`src/rtl/decode_queue.sv`:
```
// decode_queue: fetch-to-issue instruction buffer with
// multi-slot pre-decode and in-order pairing rules.
module decode_queue #(
  parameter int DEPTH   = 8,
  parameter int FETCH_W = 2,
  parameter int ISSUE_W = 2
) (
  input  logic                         clk,
  input  logic                         resetn,
  input  logic                         flush,
  input  logic                         fetch_valid,
  input  logic [$clog2(FETCH_W+1)-1:0] fetch_cnt,
  input  logic [32*FETCH_W-1:0]        fetch_pc,
  input  logic [32*FETCH_W-1:0]        fetch_inst,
  output logic                         fetch_ready,
  output logic [ISSUE_W-1:0]           issue_valid,
  output logic [32*ISSUE_W-1:0]        issue_pc,
  output logic [32*ISSUE_W-1:0]        issue_inst,
  output logic [5*ISSUE_W-1:0]         issue_waddr,
  output logic [10*ISSUE_W-1:0]        issue_raddr,
  output logic [6*ISSUE_W-1:0]         issue_class,
  input  logic                         issue_accept,
  output logic [$clog2(DEPTH+1)-1:0]   count
);
  localparam int PW  = $clog2(DEPTH);
  localparam int CW  = $clog2(DEPTH+1);
  localparam int FCW = $clog2(FETCH_W+1);

  typedef struct packed {
    logic [4:0] waddr;
    logic [4:0] rs;
    logic [4:0] rt;
    logic       serial;
    logic       branch;
    logic       mem;
    logic       hilo;
    logic       cp0;
    logic       inv;
  } dec_t;

  function automatic dec_t predecode(input logic [31:0] ins);
    dec_t       d;
    logic [4:0] rs, rt, rd;
    logic [5:0] fn;
    rs = ins[25:21];
    rt = ins[20:16];
    rd = ins[15:11];
    fn = ins[5:0];
    d  = '0;
    unique case (ins[31:26])
      6'h00: begin
        unique case (fn)
          6'h00, 6'h02, 6'h03: begin
            d.waddr = rd; d.rt = rt;
          end
          6'h04, 6'h06, 6'h07: begin
            d.waddr = rd; d.rs = rs; d.rt = rt;
          end
          6'h08: begin
            d.rs = rs; d.branch = 1'b1;
          end
          6'h09: begin
            d.waddr = 5'd31; d.rs = rs;
            d.branch = 1'b1;
          end
          6'h0c, 6'h0d: d.serial = 1'b1;
          6'h10, 6'h12: begin
            d.waddr = rd; d.hilo = 1'b1;
          end
          6'h11, 6'h13: begin
            d.rs = rs; d.hilo = 1'b1;
          end
          6'h18, 6'h19, 6'h1a, 6'h1b: begin
            d.rs = rs; d.rt = rt; d.hilo = 1'b1;
          end
          6'h20, 6'h21, 6'h22, 6'h23,
          6'h24, 6'h25, 6'h26, 6'h27,
          6'h2a, 6'h2b: begin
            d.waddr = rd; d.rs = rs; d.rt = rt;
          end
          default: d.inv = 1'b1;
        endcase
      end
      6'h01: begin
        unique case (rt)
          5'h00, 5'h01: begin
            d.rs = rs; d.branch = 1'b1;
          end
          5'h10, 5'h11: begin
            d.rs = rs; d.branch = 1'b1;
            d.waddr = 5'd31;
          end
          default: d.inv = 1'b1;
        endcase
      end
      6'h02: d.branch = 1'b1;
      6'h03: begin
        d.waddr = 5'd31; d.branch = 1'b1;
      end
      6'h04, 6'h05: begin
        d.rs = rs; d.rt = rt; d.branch = 1'b1;
      end
      6'h06, 6'h07: begin
        d.rs = rs; d.branch = 1'b1;
      end
      6'h08, 6'h09, 6'h0a, 6'h0b,
      6'h0c, 6'h0d, 6'h0e: begin
        d.waddr = rt; d.rs = rs;
      end
      6'h0f: d.waddr = rt;
      6'h10: begin
        d.cp0 = 1'b1; d.serial = 1'b1;
        if (rs == 5'h00) d.waddr = rt;
        else if (rs == 5'h04) d.rt = rt;
        else if (rs == 5'h10 &&
                 (fn == 6'h18 || fn == 6'h01 ||
                  fn == 6'h02 || fn == 6'h08))
          d.cp0 = 1'b1;
        else d.inv = 1'b1;
      end
      6'h20, 6'h21, 6'h23, 6'h24, 6'h25: begin
        d.waddr = rt; d.rs = rs; d.mem = 1'b1;
      end
      6'h28, 6'h29, 6'h2b: begin
        d.rs = rs; d.rt = rt; d.mem = 1'b1;
      end
      6'h2f: begin
        d.rs = rs; d.mem = 1'b1; d.serial = 1'b1;
      end
      default: d.inv = 1'b1;
    endcase
    d.serial = d.serial | d.inv;
    return d;
  endfunction

  logic [PW-1:0]  head_q, head_d, tail_q, tail_d;
  logic [CW-1:0]  cnt_q, cnt_d, enq_n, deq_n;
  logic [FCW-1:0] fcnt;
  logic           do_enq;
  logic [31:0]    pc_mem   [DEPTH];
  logic [31:0]    inst_mem [DEPTH];
  logic [31:0]    s_pc     [ISSUE_W];
  logic [31:0]    s_inst   [ISSUE_W];
  dec_t           dec      [ISSUE_W];
  logic [ISSUE_W-1:0] occ;
  logic           two_occ;

  assign fcnt = (fetch_cnt > FCW'(FETCH_W)) ?
                FCW'(FETCH_W) : fetch_cnt;
  assign fetch_ready = cnt_q <= CW'(DEPTH - FETCH_W);
  assign do_enq = fetch_valid & fetch_ready & ~flush;
  assign enq_n  = do_enq ? CW'(fcnt) : '0;
  assign deq_n  = (issue_accept & ~flush) ?
                  CW'($countones(issue_valid)) : '0;
  assign two_occ = cnt_q >= CW'(2);
  assign count   = cnt_q;

  // pointer and occupancy next state; flush wins over traffic
  always_comb begin
    head_d = head_q + PW'(deq_n);
    tail_d = tail_q + PW'(enq_n);
    cnt_d  = cnt_q + enq_n - deq_n;
    if (flush) begin
      head_d = '0;
      tail_d = '0;
      cnt_d  = '0;
    end
  end

  // queue control registers
  always_ff @(posedge clk or negedge resetn) begin
    if (!resetn) begin
      head_q <= '0;
      tail_q <= '0;
      cnt_q  <= '0;
    end else begin
      head_q <= head_d;
      tail_q <= tail_d;
      cnt_q  <= cnt_d;
    end
  end

  // entry storage, written lowest lanes first from tail
  always_ff @(posedge clk) begin
    if (do_enq) begin
      for (int l = 0; l < FETCH_W; l++) begin
        if (FCW'(l) < fcnt) begin
          pc_mem[tail_q + PW'(l)]   <= fetch_pc[32*l +: 32];
          inst_mem[tail_q + PW'(l)] <= fetch_inst[32*l +: 32];
        end
      end
    end
  end

  // read the oldest entries and pre-decode them
  always_comb begin
    for (int k = 0; k < ISSUE_W; k++) begin
      s_pc[k]   = pc_mem[head_q + PW'(k)];
      s_inst[k] = inst_mem[head_q + PW'(k)];
      dec[k]    = predecode(s_inst[k]);
      occ[k]    = cnt_q > CW'(k);
    end
  end

  // pairing rules: build the legal contiguous prefix
  always_comb begin
    logic        ser_seen, mem_seen, hilo_seen;
    logic        blocked, ok, hold_br;
    logic [31:0] wmask;
    ser_seen  = 1'b0;
    mem_seen  = 1'b0;
    hilo_seen = 1'b0;
    blocked   = 1'b0;
    ok        = 1'b0;
    wmask     = '0;
    // a lone branch waits for its delay slot
    hold_br   = dec[0].branch & ~dec[0].serial &
                (ISSUE_W > 1) & ~two_occ & ~flush;
    issue_valid = '0;
    for (int k = 0; k < ISSUE_W; k++) begin
      if (k == 0) begin
        ok = occ[0] & ~hold_br;
      end else begin
        ok = ~blocked & occ[k] & ~ser_seen &
             ~dec[k].serial & ~dec[k].branch &
             ~(mem_seen & dec[k].mem) &
             ~(hilo_seen & dec[k].hilo) &
             ~wmask[dec[k].rs] & ~wmask[dec[k].rt];
      end
      issue_valid[k] = ok;
      blocked   = blocked | ~ok;
      ser_seen  = ser_seen | dec[k].serial;
      mem_seen  = mem_seen | dec[k].mem;
      hilo_seen = hilo_seen | dec[k].hilo;
      if (dec[k].waddr != 5'd0)
        wmask[dec[k].waddr] = 1'b1;
    end
  end

  // pack per-slot fields onto the issue buses
  always_comb begin
    for (int k = 0; k < ISSUE_W; k++) begin
      issue_pc[32*k +: 32]   = s_pc[k];
      issue_inst[32*k +: 32] = s_inst[k];
      issue_waddr[5*k +: 5]  = dec[k].waddr;
      issue_raddr[10*k +: 10] = {dec[k].rs, dec[k].rt};
      issue_class[6*k +: 6]  = {dec[k].serial,
                                dec[k].branch,
                                dec[k].mem,
                                dec[k].hilo,
                                dec[k].cp0,
                                dec[k].inv};
    end
  end
endmodule

```
`config.mk`:
```
export PLATFORM = sky130hd
export DESIGN_NAME = decode_queue
export DESIGN_NICKNAME = d
export VERILOG_FILES = /design/src/rtl/decode_queue.sv
export SDC_FILE = /design/constraint.sdc
export NUM_CORES = 1
export LEC_CHECK = 0
export BUFFER_PORTS_ARGS = -buffer_cell sky130_fd_sc_hd__buf_2
export CAP_MARGIN = 20
export CORE_MARGIN = 2
export CORE_UTILIZATION = 35
export DETAILED_ROUTE_END_ITERATION = 10
export GPL_TIMING_DRIVEN = 0
export PLACE_DENSITY_LB_ADDON = 0.12
export SLEW_MARGIN = 20
export SYNTH_ARGS = -nofsm -noshare
export SYNTH_HDL_FRONTEND = slang
export SYNTH_SLANG_ARGS = --single-unit
```
`constraint.sdc`:
```
create_clock -name clk -period 8 [get_ports clk]
set_clock_uncertainty 0.2 [all_clocks]
set_input_delay 0.4 -clock clk [delete_from_list [all_inputs] [get_ports clk]]
set_output_delay 0.4 -clock clk [all_outputs]
set_load 0.02 [all_outputs]
```
==> results.md, run 1 <==
- Status: finished, final reports clean
- Max Cap Viol: 0
- Yosys reg bits: 522
- Fin crit share: 93.42%
- Pre-CTS WS: 0.4786 ns
- Layout Cells excl Fill: 3858
- Pin count of the biggest net entering global routing: 30
- 1st-pass router iterations: 6
- Die Ht: 305.6 microns
- Vias in the first global route: 23509
- Combinational power share: 43.3%
- Syn-to-layout area delta: 23.93%
- Part of the Yosys area used for sequential elements: 49.06%
- All-Layer GR Usage: 24.91%
- Crit-path max FO: 10
- Core Util, Final: 43.78%
- Fmax achieved: 133.8 MHz
- Critical Path Sink Type: register
- Post-layout min period: 7.474 ns
- Max Slew Vio Count: 0
- Hold Slack: 0.02462 ns
- Clk_lat worst skew: 0.59 ns
- CTS H-tree depth: 3
- Post-Syn Area per Cell: 15.41 sq um
- Switch share: 37.68%
- Post-synth EDFFs: 512
- Clk sinks: 522
- Share of total power in the clock network: 27.4%
- Initial antenna violation count: 13
- Die Width: 305.6 microns
- Leak pwr: 13.62 nW
- Worst Max-Slew Pin Slew: 1.191 ns
- Commonest non-fill, non-tap cells in the layout: mux2_2, edfxtp_1, buf_2
- P_sw: 4.031 mW
- ANT nets after route: 0
- Hold Buf Count CTS: 140
- Relative slew margins: 20.63%
- Syn Inst Count: 2067
- Grt total ovfl: 0
- Vias per Instance: 5.794
- Initial Utilization: 35.33%
- Main synth FF type: edfxtp_1
- Wire length of the first global-routing pass: 168.0 mm
- Final Setup Violations: 0
- Placed cell count: 3598
- Core Footprint: 90150 sq um
- Post-cts resize count: 0
- Synthesized Nets: 2217
- Clock root buffer: clkbuf_16
- Max Root-Sink Buffers: 3
- Crit path required time: 8.26 ns
- Routed WL per cell: 30.49 microns
- TritonCTS clock tree: built
- Maximum VDD drop: 132.1 uV
- GPL Wtd Cong: 0.9129
- CTS Buf Count: 66
- RSZ-0062 raised after global routing: no
- Crit path DAT: 7.73 ns
- I/O pin total: 312
- HPWL Detailed: 83.72 mm
- Cell row count: 110
- Nets@finish: 2781
- Most common cell after layout, fill and taps aside: mux2_2
- # DRC: 0
- Int Pwr: 6.668 mW
- Worst Setup Start Kind: register
- Post-CTS Setup Repair Bufs: 0
- IO Port Bufs: 311
- Layout cells sized above 1: 50.06%
- Design Power: 10.70 mW
- Setup Crit Path Kind: register to register
- Synth cell types: 81
- Yosys warns: 0
- Total routed wirelength: 117.6 mm
- Worst Hold Class: input port to asynchronous set/reset pin
- Final hold vios: 0
- Vias: 22353
- Reg clk slew, reported paths: 0.06 ns
- Setup ws final: 0.5264 ns
- Ys async rst share: 1.916%
- Sequential power share: 29.4%
- DRT iter0 DRCs: 1853
- PD cells: 271.1 nW/um^2
- Die Outline Area: 93420 sq um
- Mapped cell area: 31850 sq um
## metal layers
metal / GRT usage [%] / wire, microns / vias to the layer above
met5: 0 / 66 / -
met4: 6.931 / 3041 / 10
met3: 4.985 / 7981 / 194
met2: 43.12 / 58810 / 886
met1: 31.64 / 47710 / 11730
li1: - / - / 9533
## path summary, 6_finish.rpt
check	from	endpoint	slack [ns]	depth (start not counted)
min	resetn	count[2]	0.02	2
max in group asynchronous	resetn	head_q[1]	7.37	2
min reg2reg	count[0]	count[0]	0.53	2
max reg2reg	head_q[0]	count[3]	0.53	21
min in group clk	fetch_inst[59]	inst_mem[4][27]	0.03	2
max	head_q[0]	count[3]	0.53	21
## cell usage after synthesis, types with 9 or more instances
library cell | instances | area (sq um)
mux2_2 | 569 | 6407
edfxtp_1 | 512 | 15370
mux4_2 | 240 | 5405
nand2_1 | 174 | 653.1
clkbuf_1 | 89 | 334.1
nor2_1 | 60 | 225.2
mux2i_1 | 54 | 540.5
inv_1 | 43 | 161.4
buf_1 | 22 | 82.58
nand3_1 | 21 | 105.1
a21oi_1 | 20 | 100.1
buf_2 | 18 | 90.09
o21ai_0 | 16 | 80.08
ha_1 | 11 | 137.6
nor3_1 | 11 | 55.05
dfrtp_1 | 10 | 250.2
o221ai_1 | 9 | 78.83
## registers in the layout, indices dropped and copies added (netlist names)
name,count
head_q,3
inst_mem,256
tail_q,3
count,4
pc_mem,256
## cell families (layout without fill, tap and decap cells)
| kind of cell | Yosys count | in the layout | synth area share (%) |
|---|---|---|---|
| AO/OA/AOI/OAI | 115 | 115 | 2.684 |
| XOR/XNOR | 11 | 11 | 0.3261 |
| adder cells (fa/ha/maj) | 15 | 15 | 0.6836 |
| buffers and inverters | 197 | 807 | 2.664 |
| flip-flops | 522 | 522 | 49.06 |
| multiplexers | 877 | 877 | 39.67 |
| other | 0 | 5 | 0 |
| AND/OR/NAND/NOR | 330 | 330 | 4.903 |
## power groups by stage
stage | registers [mW] | clock network [mW] | logic, mW
after CTS | 3.14 | 3.00 | 4.66
after detailed placement | 3.20 | 0 | 4.58
after floorplan | 3.20 | 0 | 2.96
after global routing | 3.15 | 3.10 | 4.91
final | 3.14 | 2.93 | 4.63
after global placement | 3.22 | 0 | 4.51
## final cells by class
type	count	area, sq um
repair buffers	496	3941
clock buffers	89	1843
plain buffers	144	666.9
clock inverters	25	240.2
flip-flops and latches	522	15630
multi-input cells	1348	15460
fillers	8224	50680
inverters	53	202.7
well taps	1176	1471
diodes	5	12.51
## critical path, cell delays in order, from the launching register on
cell       delay [ns]
dfrtp_1          0.54
ha_1             0.29
xor2_2           0.64
buf_2            0.54
buf_2            0.45
mux2i_1          0.76
nand3_1          0.38
a221oi_1         0.51
nand4b_1         0.28
a2111oi_4        0.33
o2111ai_1        0.25
a211oi_2         0.44
ha_1             0.22
nand3b_1         0.13
inv_1            0.10
fa_1             0.41
inv_1            0.10
ha_1             0.23
a21o_1           0.16
a21oi_1          0.16
xnor2_1          0.13
nor2_1           0.05
## stage by stage
stage	setup TNS [ns]	cell area (sq um)
final	0	39470
after global routing	0	39460
after CTS	0	39440
after detailed placement	0	35950
after global placement	-1746.47	34870
after floorplan	0	31850
No activity file was read; power rests on OpenSTA's default activity.
==> inputs of run 2 (changes only) <==
--- a/config.mk
+++ b/config.mk
@@ -9,6 +9,7 @@
 export CAP_MARGIN = 20
 export CORE_MARGIN = 2
 export CORE_UTILIZATION = 35
+export CTS_BUF_LIST = sky130_fd_sc_hd__clkbuf_8 sky130_fd_sc_hd__clkbuf_16
 export DETAILED_ROUTE_END_ITERATION = 10
 export GPL_TIMING_DRIVEN = 0
 export PLACE_DENSITY_LB_ADDON = 0.12
==> results.md, run 2 (synthesized netlist as in run 1, its figures left out) <==
- Status: finished, final reports clean (unchanged)
- Final Setup Violations: 0 (unchanged)
- Crit-path slowest cell: mux2i_1 (unchanged)
- Die Width: 305.6 microns (unchanged)
- FF-to-FF Start: head_q[0] (unchanged)
- 1st-pass router iterations: 6 (unchanged)
- Die Outline Area: 93420 sq um (unchanged)
- Post-layout min period: 7.443 ns (was 7.474 ns)
- Clock root buffer: clkbuf_16 (unchanged)
- Initial antenna violation count: 13 (unchanged)
- Layout Cells excl Fill: 3858 (unchanged)
- Critical Path Sink Type: register (unchanged)
- Die Ht: 305.6 microns (unchanged)
- Final hold vios: 0 (unchanged)
- Setup ws final: 0.5573 ns (was 0.5264 ns)
- CTS Buf Count: 66 (unchanged)
- Crit path DAT: 7.70 ns (was 7.73 ns)
- Fmax achieved: 134.4 MHz (was 133.8 MHz)
- All-Layer GR Usage: 24.91% (about the same)
- Grt total ovfl: 0 (unchanged)
- Post-CTS Setup Repair Bufs: 0 (unchanged)
- DRT iter0 DRCs: 1808 (was 1853)
- Total routed wirelength: 117.7 mm (was 117.6 mm)
- Nets@finish: 2781 (unchanged)
- Crit-path max FO: 10 (unchanged)
- Core Util, Final: 43.78% (unchanged)
- Worst Setup Start Kind: register (unchanged)
- Fill cell count: 8224 (unchanged)
- Max Cap Viol: 0 (unchanged)
- Clk sinks: 522 (unchanged)
- Fin crit share: 93.03% (was 93.42%)
- Design Power: 10.68 mW (was 10.70 mW)
- Wire length of the first global-routing pass: 168.0 mm (unchanged)
- Commonest non-fill, non-tap cells in the layout: mux2_2, edfxtp_1, buf_2 (unchanged)
- Worst Max-Slew Pin Slew: 1.204 ns (was 1.191 ns)
- Post-Route Setup TNS: 0 ns (unchanged)
- CTS H-tree depth: 3 (unchanged)
- Multi-input gate area: 15460 sq um (unchanged)
- Vias: 22337 (was 22353)
- # DRC: 0 (unchanged)
- Critical path launch point: head_q[0] (unchanged)
- Routed WL per cell: 30.50 microns (was 30.49 microns)
- Initial Utilization: 35.33% (unchanged)
- Vias per Instance: 5.790 (was 5.794)
- IO Port Bufs: 311 (unchanged)
- Hold Slack: 0.02391 ns (was 0.02462 ns)
- Most common cell after layout, fill and taps aside: mux2_2 (unchanged)
- Hold Buf Count CTS: 140 (unchanged)
- Post-route cell area: 39470 sq um (unchanged)
- GPL Wtd Cong: 0.9129 (unchanged)
- Layout cells sized above 1: 50.06% (unchanged)
- Max Slew Vio Count: 0 (unchanged)
- TritonCTS clock tree: built (unchanged)
- Post-cts resize count: 0 (unchanged)
- Placed cell count: 3598 (unchanged)
- Maximum VDD drop: 131.1 uV (was 132.1 uV)
- Relative slew margins: 19.75% (was 20.63%)
- Vias in the first global route: 23514 (was 23509)
- Max Root-Sink Buffers: 3 (unchanged)
- HPWL Detailed: 83.72 mm (unchanged)
- Crit path required time: 8.26 ns (about the same)
- ANT nets after route: 0 (unchanged)
- I/O pin total: 312 (unchanged)
- Crit-path cells: ha_1 -> xor2_2 -> buf_2 -> buf_2 -> mux2i_1 -> nand3_1 -> a221oi_1 -> nand4b_1 -> a2111oi_4 -> o2111ai_1 -> a211oi_2 -> ha_1 -> nand3b_1 -> inv_1 -> fa_1 -> inv_1 -> ha_1 -> a21o_1 -> a21oi_1 -> xnor2_1 -> nor2_1 (unchanged)
- RSZ-0062 raised after global routing: no (unchanged)
- Pin count of the biggest net entering global routing: 30 (unchanged)
- Syn-to-layout area delta: 23.93% (unchanged)
- CP max stage delay: 0.76 ns (about the same)
- Worst Hold Class: input port to asynchronous set/reset pin (unchanged)
- Cell row count: 110 (unchanged)
- DP Area: 35950 sq um (unchanged)
- Leak pwr: 13.69 nW (was 13.62 nW)
- Core Footprint: 90150 sq um (unchanged)
- Clk_lat worst skew: 0.59 ns (about the same)
- Pre-CTS WS: 0.4786 ns (unchanged)
- CP most frequent cell: ha_1 (unchanged)
- Register area: 15630 sq um (unchanged)
- Reg clk slew, reported paths: 0.06 ns (about the same)
- Setup Crit Path Kind: register to register (unchanged)
- PD cells: 270.5 nW/um^2 (was 271.1 nW/um^2)
==> run 2: cell types whose count changed in the layout (fill, tap and decap cells not counted), sizes merged <==
cell and change:
inv +17, clkbuf -17
==> run 2: worst max-delay path, delay by kind of cell (launching register included) <==
kind                       cells  cell delay [ns]
DFF                            1             0.53
xor gates and xnor gates       2             0.74
muxes                          1             0.76
buffers and inverters          4             1.19
adders and majority gates      4             1.15
and+or+nand+nor                4             0.84
AOI/OAI and AO/OA              6             1.86
==> run 2: power by group <==
part	total (mW)	switching [mW]	internal, mW
registers	3.14	0.0446	3.10
logic	4.63	2.82	1.80
clock network	2.90	1.16	1.74
total	10.7	4.03	6.65
==> run 2: area by class of cell <==
cell class | instances | area share, %
buffer | 144 | 1.690
inverter | 53 | 0.5136
clock inverter | 42 | 0.7704
tap | 1176 | 3.728
antenna | 5 | 0.03170
timing repair buffer | 496 | 9.986
clock buffer | 72 | 4.508
multi-input combinational | 1348 | 39.18
sequential | 522 | 39.59
==> run 2: metal layers <==
layer	vias to the layer above	part of all wire, %	global-route usage [%]
met4	10	2.7	6.954
met2	904	50	43.11
met3	211	6.6	4.978
li1	9538	-	-
met5	-	0.056	0
met1	11674	41	31.65
==> run 2: final timing paths <==
kind	to	cells past startpoint	slack (ns)
worst max register to register	count[3]	21	0.56
min in group clk	inst_mem[4][27]	2	0.03
max in group asynchronous	head_q[1]	2	7.37
worst min-delay path	count[2]	2	0.02
worst min register to register	count[0]	2	0.53
worst max-delay path	count[3]	21	0.56
